$ cat config.mk
export PLATFORM = sky130hd
export DESIGN_NAME = route_concat_merge
export DESIGN_NICKNAME = d
export VERILOG_FILES = /design/src/rtl/route_concat_merge.sv
export SDC_FILE = /design/constraint.sdc
export NUM_CORES = 1
export LEC_CHECK = 0
export CAP_MARGIN = 0
export CORE_ASPECT_RATIO = 1.4
export CORE_MARGIN = 1
export CORE_UTILIZATION = 35
export CTS_BUF_LIST = sky130_fd_sc_hd__clkbuf_8
export CTS_CLUSTER_DIAMETER = 100
export CTS_CLUSTER_SIZE = 28
export DETAILED_ROUTE_END_ITERATION = 16
export MAX_ROUTING_LAYER = met4
export PLACE_DENSITY = 0.68
export REMOVE_ABC_BUFFERS = 1
export SLEW_MARGIN = 20
export SYNTH_ARGS = -nofsm -noshare
export SYNTH_HDL_FRONTEND = slang
export SYNTH_SLANG_ARGS = --single-unit
export TNS_END_PERCENT = 1
$ cat constraint.sdc
create_clock -name clk -period 3.2 [get_ports clk]
set_input_delay 0.48 -clock clk [delete_from_list [all_inputs] [get_ports clk]]
set_output_delay 0.48 -clock clk [all_outputs]
set_load 0.05 [all_outputs]
$ cat src/rtl/route_concat_merge.sv
// -----------------------------------------------------------------------------
// route_concat_merge
// Merges two pixel-major feature streams along the channel axis (inverse of
// route split). For every pixel, all group-A beats are forwarded first, then
// all group-B beats, through a single registered output stage.
//
// Ports:
//   clk, rst            clock, synchronous active-low reset
//   Start, Clear        control: Start rising edge in IDLE launches a frame,
//                       Clear returns DONE to IDLE
//   Beats_A, Beats_B    beats per pixel for group A / group B
//   Pixels              pixels per frame
//   S_A_*               group A input stream (valid/ready)
//   S_B_*               group B input stream (valid/ready)
//   M_*                 merged output stream (valid/ready)
//   State               0000 idle, 0001 running, 1111 done
//
// Optional build macro ROUTE_CONCAT_LAST_EN adds output M_Last, marking the
// final beat of the frame.
// -----------------------------------------------------------------------------
module route_concat_merge #(
    parameter int unsigned DATA_WIDTH = 128,
    parameter int unsigned BEAT_WIDTH = 8,
    parameter int unsigned PIX_WIDTH  = 20
) (
    input  logic                  clk,
    input  logic                  rst,
    input  logic                  Start,
    input  logic                  Clear,
    input  logic [BEAT_WIDTH-1:0] Beats_A,
    input  logic [BEAT_WIDTH-1:0] Beats_B,
    input  logic [PIX_WIDTH-1:0]  Pixels,
    input  logic [DATA_WIDTH-1:0] S_A_Data,
    input  logic                  S_A_Valid,
    output logic                  S_A_Ready,
    input  logic [DATA_WIDTH-1:0] S_B_Data,
    input  logic                  S_B_Valid,
    output logic                  S_B_Ready,
    output logic [DATA_WIDTH-1:0] M_Data,
    output logic                  M_Valid,
    input  logic                  M_Ready,
`ifdef ROUTE_CONCAT_LAST_EN
    output logic                  M_Last,
`endif
    output logic [3:0]            State
);

    localparam int unsigned SUM_WIDTH = BEAT_WIDTH + 1;

    typedef enum logic [2:0] {
        ST_IDLE  = 3'd0,
        ST_LOAD  = 3'd1,
        ST_PH_A  = 3'd2,
        ST_PH_B  = 3'd3,
        ST_DRAIN = 3'd4,
        ST_DONE  = 3'd5
    } state_e;

    state_e                state_q,      state_d;
    logic                  start_prev_q;
    logic [BEAT_WIDTH-1:0] beats_a_q,    beats_a_d;
    logic [BEAT_WIDTH-1:0] beats_b_q,    beats_b_d;
    logic [PIX_WIDTH-1:0]  pixels_q,     pixels_d;
    logic [BEAT_WIDTH-1:0] beat_cnt_q,   beat_cnt_d;
    logic [PIX_WIDTH-1:0]  pix_cnt_q,    pix_cnt_d;
    logic [DATA_WIDTH-1:0] m_data_q,     m_data_d;
    logic                  m_valid_q,    m_valid_d;
`ifdef ROUTE_CONCAT_LAST_EN
    logic                  m_last_q,     m_last_d;
`endif

    logic can_load_c;
    logic a_fire_c;
    logic b_fire_c;
    logic a_last_beat_c;
    logic b_last_beat_c;
    logic pix_last_c;
    logic cfg_empty_c;

    // Handshake: the output register can take a beat when empty or draining.
    always_comb begin
        can_load_c = !m_valid_q || M_Ready;
        S_A_Ready  = (state_q == ST_PH_A) && can_load_c;
        S_B_Ready  = (state_q == ST_PH_B) && can_load_c;
        a_fire_c   = S_A_Valid && S_A_Ready;
        b_fire_c   = S_B_Valid && S_B_Ready;
    end

    // End-of-phase / end-of-frame compares; a zero count never matches.
    always_comb begin
        a_last_beat_c = (beats_a_q != '0) &&
                        (beat_cnt_q == (beats_a_q - BEAT_WIDTH'(1)));
        b_last_beat_c = (beats_b_q != '0) &&
                        (beat_cnt_q == (beats_b_q - BEAT_WIDTH'(1)));
        pix_last_c    = (pixels_q != '0) &&
                        (pix_cnt_q == (pixels_q - PIX_WIDTH'(1)));
        cfg_empty_c   = (pixels_q == '0) ||
                        ((SUM_WIDTH'(beats_a_q) + SUM_WIDTH'(beats_b_q)) == '0);
    end

    // Next-state, counters and configuration latch.
    always_comb begin
        state_d    = state_q;
        beats_a_d  = beats_a_q;
        beats_b_d  = beats_b_q;
        pixels_d   = pixels_q;
        beat_cnt_d = beat_cnt_q;
        pix_cnt_d  = pix_cnt_q;

        case (state_q)
            ST_IDLE: begin
                if (Start && !start_prev_q) begin
                    beats_a_d  = Beats_A;
                    beats_b_d  = Beats_B;
                    pixels_d   = Pixels;
                    beat_cnt_d = '0;
                    pix_cnt_d  = '0;
                    state_d    = ST_LOAD;
                end
            end
            ST_LOAD: begin
                if (cfg_empty_c) begin
                    state_d = ST_DONE;
                end else if (beats_a_q == '0) begin
                    state_d = ST_PH_B;
                end else begin
                    state_d = ST_PH_A;
                end
            end
            ST_PH_A: begin
                if (a_fire_c) begin
                    if (a_last_beat_c) begin
                        beat_cnt_d = '0;
                        if (beats_b_q == '0) begin
                            // No B group: the A phase closes the pixel.
                            pix_cnt_d = pix_cnt_q + PIX_WIDTH'(1);
                            state_d   = pix_last_c ? ST_DRAIN : ST_PH_A;
                        end else begin
                            state_d = ST_PH_B;
                        end
                    end else begin
                        beat_cnt_d = beat_cnt_q + BEAT_WIDTH'(1);
                    end
                end
            end
            ST_PH_B: begin
                if (b_fire_c) begin
                    if (b_last_beat_c) begin
                        beat_cnt_d = '0;
                        pix_cnt_d  = pix_cnt_q + PIX_WIDTH'(1);
                        if (pix_last_c) begin
                            state_d = ST_DRAIN;
                        end else if (beats_a_q == '0) begin
                            state_d = ST_PH_B;
                        end else begin
                            state_d = ST_PH_A;
                        end
                    end else begin
                        beat_cnt_d = beat_cnt_q + BEAT_WIDTH'(1);
                    end
                end
            end
            ST_DRAIN: begin
                if (!m_valid_q) begin
                    state_d = ST_DONE;
                end
            end
            ST_DONE: begin
                if (Clear) begin
                    state_d = ST_IDLE;
                end
            end
            default: begin
                state_d = ST_IDLE;
            end
        endcase
    end

    // Output register: a new load has priority over the downstream drain.
    always_comb begin
        m_data_d  = m_data_q;
        m_valid_d = m_valid_q;
`ifdef ROUTE_CONCAT_LAST_EN
        m_last_d  = m_last_q;
`endif
        if (a_fire_c) begin
            m_data_d  = S_A_Data;
            m_valid_d = 1'b1;
`ifdef ROUTE_CONCAT_LAST_EN
            m_last_d  = a_last_beat_c && (beats_b_q == '0) && pix_last_c;
`endif
        end else if (b_fire_c) begin
            m_data_d  = S_B_Data;
            m_valid_d = 1'b1;
`ifdef ROUTE_CONCAT_LAST_EN
            m_last_d  = b_last_beat_c && pix_last_c;
`endif
        end else if (m_valid_q && M_Ready) begin
            m_valid_d = 1'b0;
        end
    end

    // State register and datapath flops.
    always_ff @(posedge clk) begin
        if (!rst) begin
            state_q      <= ST_IDLE;
            start_prev_q <= 1'b0;
            beats_a_q    <= '0;
            beats_b_q    <= '0;
            pixels_q     <= '0;
            beat_cnt_q   <= '0;
            pix_cnt_q    <= '0;
            m_data_q     <= '0;
            m_valid_q    <= 1'b0;
`ifdef ROUTE_CONCAT_LAST_EN
            m_last_q     <= 1'b0;
`endif
        end else begin
            state_q      <= state_d;
            start_prev_q <= Start;
            beats_a_q    <= beats_a_d;
            beats_b_q    <= beats_b_d;
            pixels_q     <= pixels_d;
            beat_cnt_q   <= beat_cnt_d;
            pix_cnt_q    <= pix_cnt_d;
            m_data_q     <= m_data_d;
            m_valid_q    <= m_valid_d;
`ifdef ROUTE_CONCAT_LAST_EN
            m_last_q     <= m_last_d;
`endif
        end
    end

    // Status decode shared with the other reshape ops.
    always_comb begin
        case (state_q)
            ST_IDLE: State = 4'b0000;
            ST_DONE: State = 4'b1111;
            default: State = 4'b0001;
        endcase
    end

    assign M_Data  = m_data_q;
    assign M_Valid = m_valid_q;
`ifdef ROUTE_CONCAT_LAST_EN
    assign M_Last  = m_last_q;
`endif

endmodule

==> impl_results.md, run 1 <==
* Status: complete, no violations
* Yosys warnings at 0
* RSZ-0062 raised after global routing: false
* Synth area leaders: dfxtp_1, mux2i_1, o211a_1, nand2_1, xnor2_1
* Leak pwr at 7.62 nW
* Share of the synthesized area in the top cell type at 37.7%
* Relative slew margins at 52.4%
* Most frequent cells after synthesis: nand2_1, dfxtp_1, mux2i_1, o211a_1, clkbuf_1
* Crit path launch: state_q[0]
* Clock Tree Buf Depth at 2
* Hold Buf Count CTS at 0
* Final setup margin at 208 ps
* Total number of vias at 10.1k
* Post-route ant nets at 0
* I/O pin total at 434
* Area after DPL at 15200 um2
* Largest stage delay on the critical path at 820 ps
* FP Rows at 74
* Vias/cell at 5.20
* Top-count cell post-synth: nand2_1
* Pre-antenna DRT Iters at 5
* Worst Setup End Kind: primary output
* GP Congestion at 0.944
* First-pass GRT wire length at 53.8 mm
* Area Growth Syn to Fin at 49.2%
* Final net count at 1863
* Power per standard cell area at 756 nW/um2
* Crit-path max FO at 16
* Worst-skew pair later-pin latency at 490 ps
* Crit-path slowest cell: clkdlybuf4s50_1
* Synth Area in XOR/XNOR at 4.10%
* All-Layer GR Usage at 23.8%
* Setup violations, final at 0
* Required time worst endpoint at 2720 ps
* Main combinational cell family by area after synthesis: compound AO/OA/AOI/OAI gates
* Hold Crit Class: reg2reg
* Distinct cell type count after synthesis at 63
* Reg2Reg Setup Slack at 250 ps
* Placeable Area at 29300 um2
* Hold path cells at 2
* Worst Tran Pin Value at 712 ps
* Initial drt markers at 463
* Mux cell area share after synthesis at 12.4%
* Post-route cell area at 15600 um2
* Largest net degree at the start of global routing at 78
* CP startpoint kind: flop
* Worst-path clk slew at 110 ps
* Routed wire length at 36.1 mm
* Synthesized flop and latch total at 197
* Worst path cell trace: nor2b_1 -> and2_1 -> clkdlybuf4s50_1
* DR DRC count at 0
* Wire length per cell at 18.6 um
* CP Capture Point: State[2]
* Max cap viols at 0
* Antenna violations before repair at 4
* Maximum clock rate at 334 MHz
* Height of the die at 207 um
* Share of layout cells above drive strength 1 at 4.68%
* Crit path DAT at 2510 ps
* TritonCTS clock tree: done
* Min Tclk post-route at 2990 ps
* Post-synthesis adder-cell area fraction at 1.98%
* Simple-gate portion of the synthesized area at 18.3%
* CTS Buf Count at 17
* Setup Skew at 14.3 ps
* H-tree levels at 4
* Sum of negative setup slack at 0 ps
* Die ar. at 30600 um2
* Min Hold Slack at 499 ps
* Vias in the first global route at 9897
* Register area share after synthesis at 37.7%
* M3 GR Usage at 6.88%
* Synthesized area per cell at 9.00 um2
* Fin crit share at 93.5%
* Synthesized area at 10500 um2
* Synth Area in Compound Gates at 21.4%
* Hpwl dp at 28.0 mm
* Root buf cell: clkbuf_8
* Number of buffers inserted by port buffering at 433
* R2R cell count at 8
* Initial Util at 35.8%
* Pre-CTS setup slack at 265 ps
* GR peak layer: met2
* Fin. max-slew vios at 0
* CP Class: reg2out
* Main synth FF type: dfxtp_1
* Synth area leader: dfxtp_1
* FF-to-FF Start: beats_a_q[2]
* Gate Count Post-Synth at 1163
* Endpoints failing hold at 0
* Met2 GRT Util at 41.9%
* VDD IR-drop max at 0.427 mV
* RR Endpoint: pix_cnt_q[11]
* Die width at 148 um
* Post-synth ARST share at 0%
* Clock sink count at 197
* Post-synth EDFFs at 0
* Global route overflow at 0
* Met1 GRT Util at 25.1%
-- per-layer routing --
metal	routed length [um]	share of wire (%)	vias up
met5	0	0	-
met4	958	2.7	0
met3	2170	6.0	51
met2	18900	52	267
met1	14100	39	4792
li1	-	-	4990
-- cell families after synthesis --
kind of cell | after synthesis
compound gates | 268
xor+xnor | 49
fa+ha+maj | 16
buf+inv | 110
flops | 197
mux | 130
simple gates | 393
-- worst min-delay path by stage --
stage / from / end / slack (ps)
4_1_cts: pix_cnt_q[19] / pix_cnt_q[19] / 500
6_report: pix_cnt_q[19] / pix_cnt_q[19] / 500
3_5_place_dp: pix_cnt_q[19] / pix_cnt_q[19] / 480
5_1_grt: M_Data[13] / M_Data[13] / 520
2_1_floorplan: pixels_q[19] / pixels_q[19] / 460
3_3_place_gp: pix_cnt_q[19] / pix_cnt_q[19] / 480
-- metrics by stage --
stage / util, % / total power [mW] / cells
floorplan: - / 8.34 / 1067
global placement: 52.1 / 10.2 / 1909
detailed placement: 52.1 / 10.2 / 1909
CTS: 53.3 / 11.9 / 1940
global route: 53.4 / 12.4 / 1944
finish: 53.4 / 11.8 / 1944
-- power breakdown --
part / internal (mW) / switching [mW]
registers: 3.06 / 0.457
logic: 2.60 / 4.08
clock network: 0.685 / 0.919
-- layout by cell type (no fill, tap or decap), types with 5 or more instances in the layout --
| cell type | instances |
|---|---|
| nor3_1 | 18 |
| dfxtp_1 | 197 |
| nor2_1 | 23 |
| nor2b_1 | 9 |
| a31oi_1 | 5 |
| and2_1 | 7 |
| nand3_1 | 16 |
| o31ai_1 | 21 |
| o211a_1 | 128 |
| a21boi_0 | 39 |
| nand3b_1 | 5 |
| clkdlybuf4s50_1 | 431 |
| nand2_1 | 222 |
| buf_4 | 22 |
| xor2_1 | 12 |
| and3_1 | 7 |
| or4_1 | 20 |
| xnor2_1 | 37 |
| nor4_1 | 5 |
| mux2i_1 | 130 |
| or3_1 | 8 |
| a21oi_1 | 30 |
| nand4_1 | 15 |
| or2_2 | 5 |
| o21ai_0 | 12 |
| ha_1 | 15 |
| buf_12 | 8 |
| clkinv_2 | 5 |
| clkbuf_8 | 17 |
| inv_1 | 15 |
-- registers in the layout, indices dropped and copies added, names as in the netlist --
signal	flops
start_prev_q	1
beats_b_q	8
M_Data	128
beat_cnt_q	8
beats_a_q	8
M_Valid	1
pix_cnt_q	20
state_q	3
pixels_q	20
-- timing repair --
action                     4_1_cts  5_1_grt
setup buffers                    0        0
setup endpoints to repair        0        2
gates resized for setup          0        2
-- final cells by class --
cell class	count	area, um2
diodes	4	10.0
clock buffers	17	234
clock inverters	14	138
fillers	2759	13600
inverters	14	52.6
multi-input cells	856	6120
flip-flops and latches	197	3940
well taps	380	475
repair buffers	462	4650
-- critical path, delay by kind of cell, from the launching register on --
family / cells / cell delay (ps)
flip-flops: 1 / 660
AND/OR/NAND/NOR: 2 / 540
buffers and inverters: 1 / 820
No activity file was read; power rests on OpenSTA's default activity.
==> run 2, diff against run 1 <==
Settings changed: ABC_AREA set to 1, CORE_AREA set to 2 2 167 169, CORE_ASPECT_RATIO 1.4 to unset, CORE_MARGIN 1 to unset, CORE_UTILIZATION 35 to unset, DIE_AREA set to 0 0 169 171, PLACE_DENSITY 0.68 to 0.74.
==> run 2 against run 1 <==
Compared with the run above: first-iteration DRC count is 110% higher; cell count is 21% higher; largest power group unchanged; routed wire length is 12% higher; critical endpoint is now S_A_Ready; total power is 12% lower; largest cell class unchanged; via count is 19% higher.
==> impl_results.md, run 2 <==
* Synth area leaders: dfxtp_1, nor2_1, nand2_1, a21oi_1, o21ai_0
* Reg2Reg Setup Slack at 520 ps
* Main synth FF type: dfxtp_1
* I/O pin total at 434
* Top-count cell post-synth: nor2_1
* CP Class: reg2out
* DR DRC count at 0
* Placeable Area at 27300 um2
* Hold Crit Class: reg2reg
* Worst path cell trace: inv_2 -> nand2_4 -> nor2_4 -> inv_2 -> nor2_2 -> clkdlybuf4s50_1
* Hpwl dp at 30.5 mm
* Share of the synthesized area in the top cell type at 37.0%
* Most frequent cells after synthesis: nor2_1, nand2_1, dfxtp_1, a21oi_1, o21ai_0
* Fin crit share at 90.3%
* Vias/cell at 5.12
* Initial Util at 39.0%
* Vias in the first global route at 11.3k
* Share of layout cells above drive strength 1 at 4.42%
* Setup violations, final at 0
* Largest stage delay on the critical path at 860 ps
* Max cap viols at 0
* Initial drt markers at 956
* Most common cell after layout, fill and taps aside: clkdlybuf4s50_1
* Power per standard cell area at 661 nW/um2
* Total power at 10.4 mW
* VDD IR-drop max at 0.404 mV
* Number of post-CTS setup repair buffers at 0
* Worst path buffer plus inverter count at 3
* CTS Buf Count at 17
* Crit-path max FO at 19
* H-tree levels at 4
* Min Tclk post-route at 2890 ps
* Endpoints failing hold at 0
* GP Congestion at 0.932
* Post-route ant nets at 0
* Worst Tran Pin Value at 698 ps
* Height of the die at 171 um
* Leak pwr at 5.79 nW
* Die width at 169 um
* CP most frequent cell: inv_2
* Worst Setup End Kind: primary output
* Die ar. at 28900 um2
* Clock Tree Buf Depth at 2
* Total number of vias at 12.0k
* Largest net degree at the start of global routing at 130
* Required time worst endpoint at 2720 ps
* Post-synth EDFFs at 0
* Post-CTS sizing at 0
* Synthesized area at 10700 um2
* TritonCTS clock tree: done
* Distinct cell type count after synthesis at 38
* Register area share after synthesis at 37.0%
* Antenna violations before repair at 8
* Largest delay share family, worst path: buffers and inverters
* Sum of negative setup slack at 0 ps
* Pre-antenna DRT Iters at 5
* Crit-path slowest cell: clkdlybuf4s50_1
* Max reg flops at 128
* CP startpoint kind: flop
* Maximum clock rate at 346 MHz
* Worst-skew pair later-pin latency at 490 ps
* Worst-path clk slew at 110 ps
* Root buf cell: clkbuf_8
* Area Growth Syn to Fin at 47.2%
* Most frequent cells in the layout: clkdlybuf4s50_1, nor2_1, nand2_1
* Synth area leader: dfxtp_1
* Post-synth ARST share at 0%
* Global route overflow at 0
* FP Rows at 61
* RSZ-0062 raised after global routing: false
* Hold Buf Count CTS at 0
* Synthesized area per cell at 6.63 um2
* Wire length per cell at 17.2 um
* Setup Skew at 19.8 ps
* Synthesized flop and latch total at 197
* Yosys warnings at 0
* Crit path DAT at 2410 ps
* Clock sink count at 197
* Gate Count Post-Synth at 1609
* Number of buffers inserted by port buffering at 433
* First-pass GRT wire length at 61.1 mm
* Routed wire length at 40.4 mm
* Relative slew margins at 53.5%
* All-Layer GR Usage at 27.8%
* Status: complete, no violations
* Fin. max-slew vios at 0
* Final net count at 2294
[run 2: cell count changes after synthesis, sizes merged, moves of 72 or more]
cell,before,now
o211a,128,0
nor2,23,378
o21ai,13,144
a21oi,30,190
nand2,222,307
mux2i,130,0
inv,14,86
[run 2: logic make-up after synthesis]
logic type	share of synthesized area [%]
AOI/OAI and AO/OA	20.1
xor gates and xnor gates	4.19
adders and majority gates	1.95
buffers and inverters	7.39
DFF	37.0
and+or+nand+nor	29.4
[run 2: worst reg2reg max path, delay by kind of cell (launching register included)]
family | cells | cell delay, ps
and+or+nand+nor | 7 | 1070
buffers and inverters | 5 | 730
DFF | 1 | 370
adders and majority gates | 1 | 210
AOI/OAI and AO/OA | 1 | 150
[run 2: path summary, 6_finish.rpt]
check,depth (start not counted),from,end
min reg2reg,2,M_Data[28],M_Data[28]
max reg2reg,14,beats_b_q[1],pixels_q[13]
min,2,M_Data[28],M_Data[28]
max,6,state_q[2],S_A_Ready
[run 2: routing by layer]
layer / GRT usage, % / part of all wire [%] / vias up
met4: 9.51 / 2.6 / 0
met3: 9.74 / 9.2 / 62
met2: 45.8 / 48 / 379
met1: 31.7 / 40 / 5550
met5: - / 0 / -
li1: - / - / 6016
[run 2: through the flow]
step           setup slack [ps]  std cells  area, um2  hold slack (ps)  util, %
4_1_cts                     290       2338      15700              471     57.4
3_5_place_dp                556       2306      15300              454     55.9
3_3_place_gp                636       2306      15300              450     55.9
5_1_grt                     157       2346      15700              489     57.5
2_1_floorplan             -3220       1505      10200              465        -
6_report                    312       2346      15700              470     57.5
[run 2: power breakdown]
group / switching [mW] / total, mW / internal [mW] / leakage [nW]
Combinational: 3.55 / 5.47 / 1.92 / 3.98
Sequential: 0.363 / 3.22 / 2.85 / 1.60
Clock: 1.10 / 1.70 / 0.606 / 0.210
[run 2: final cells by class]
cell class / instances / area (um2)
clock inverters: 15 / 188
fillers: 2615 / 11600
flip-flops and latches: 197 / 3940
well taps: 346 / 433
repair buffers: 455 / 4610
clock buffers: 17 / 234
multi-input cells: 1222 / 5940
diodes: 8 / 20.0
inverters: 86 / 335
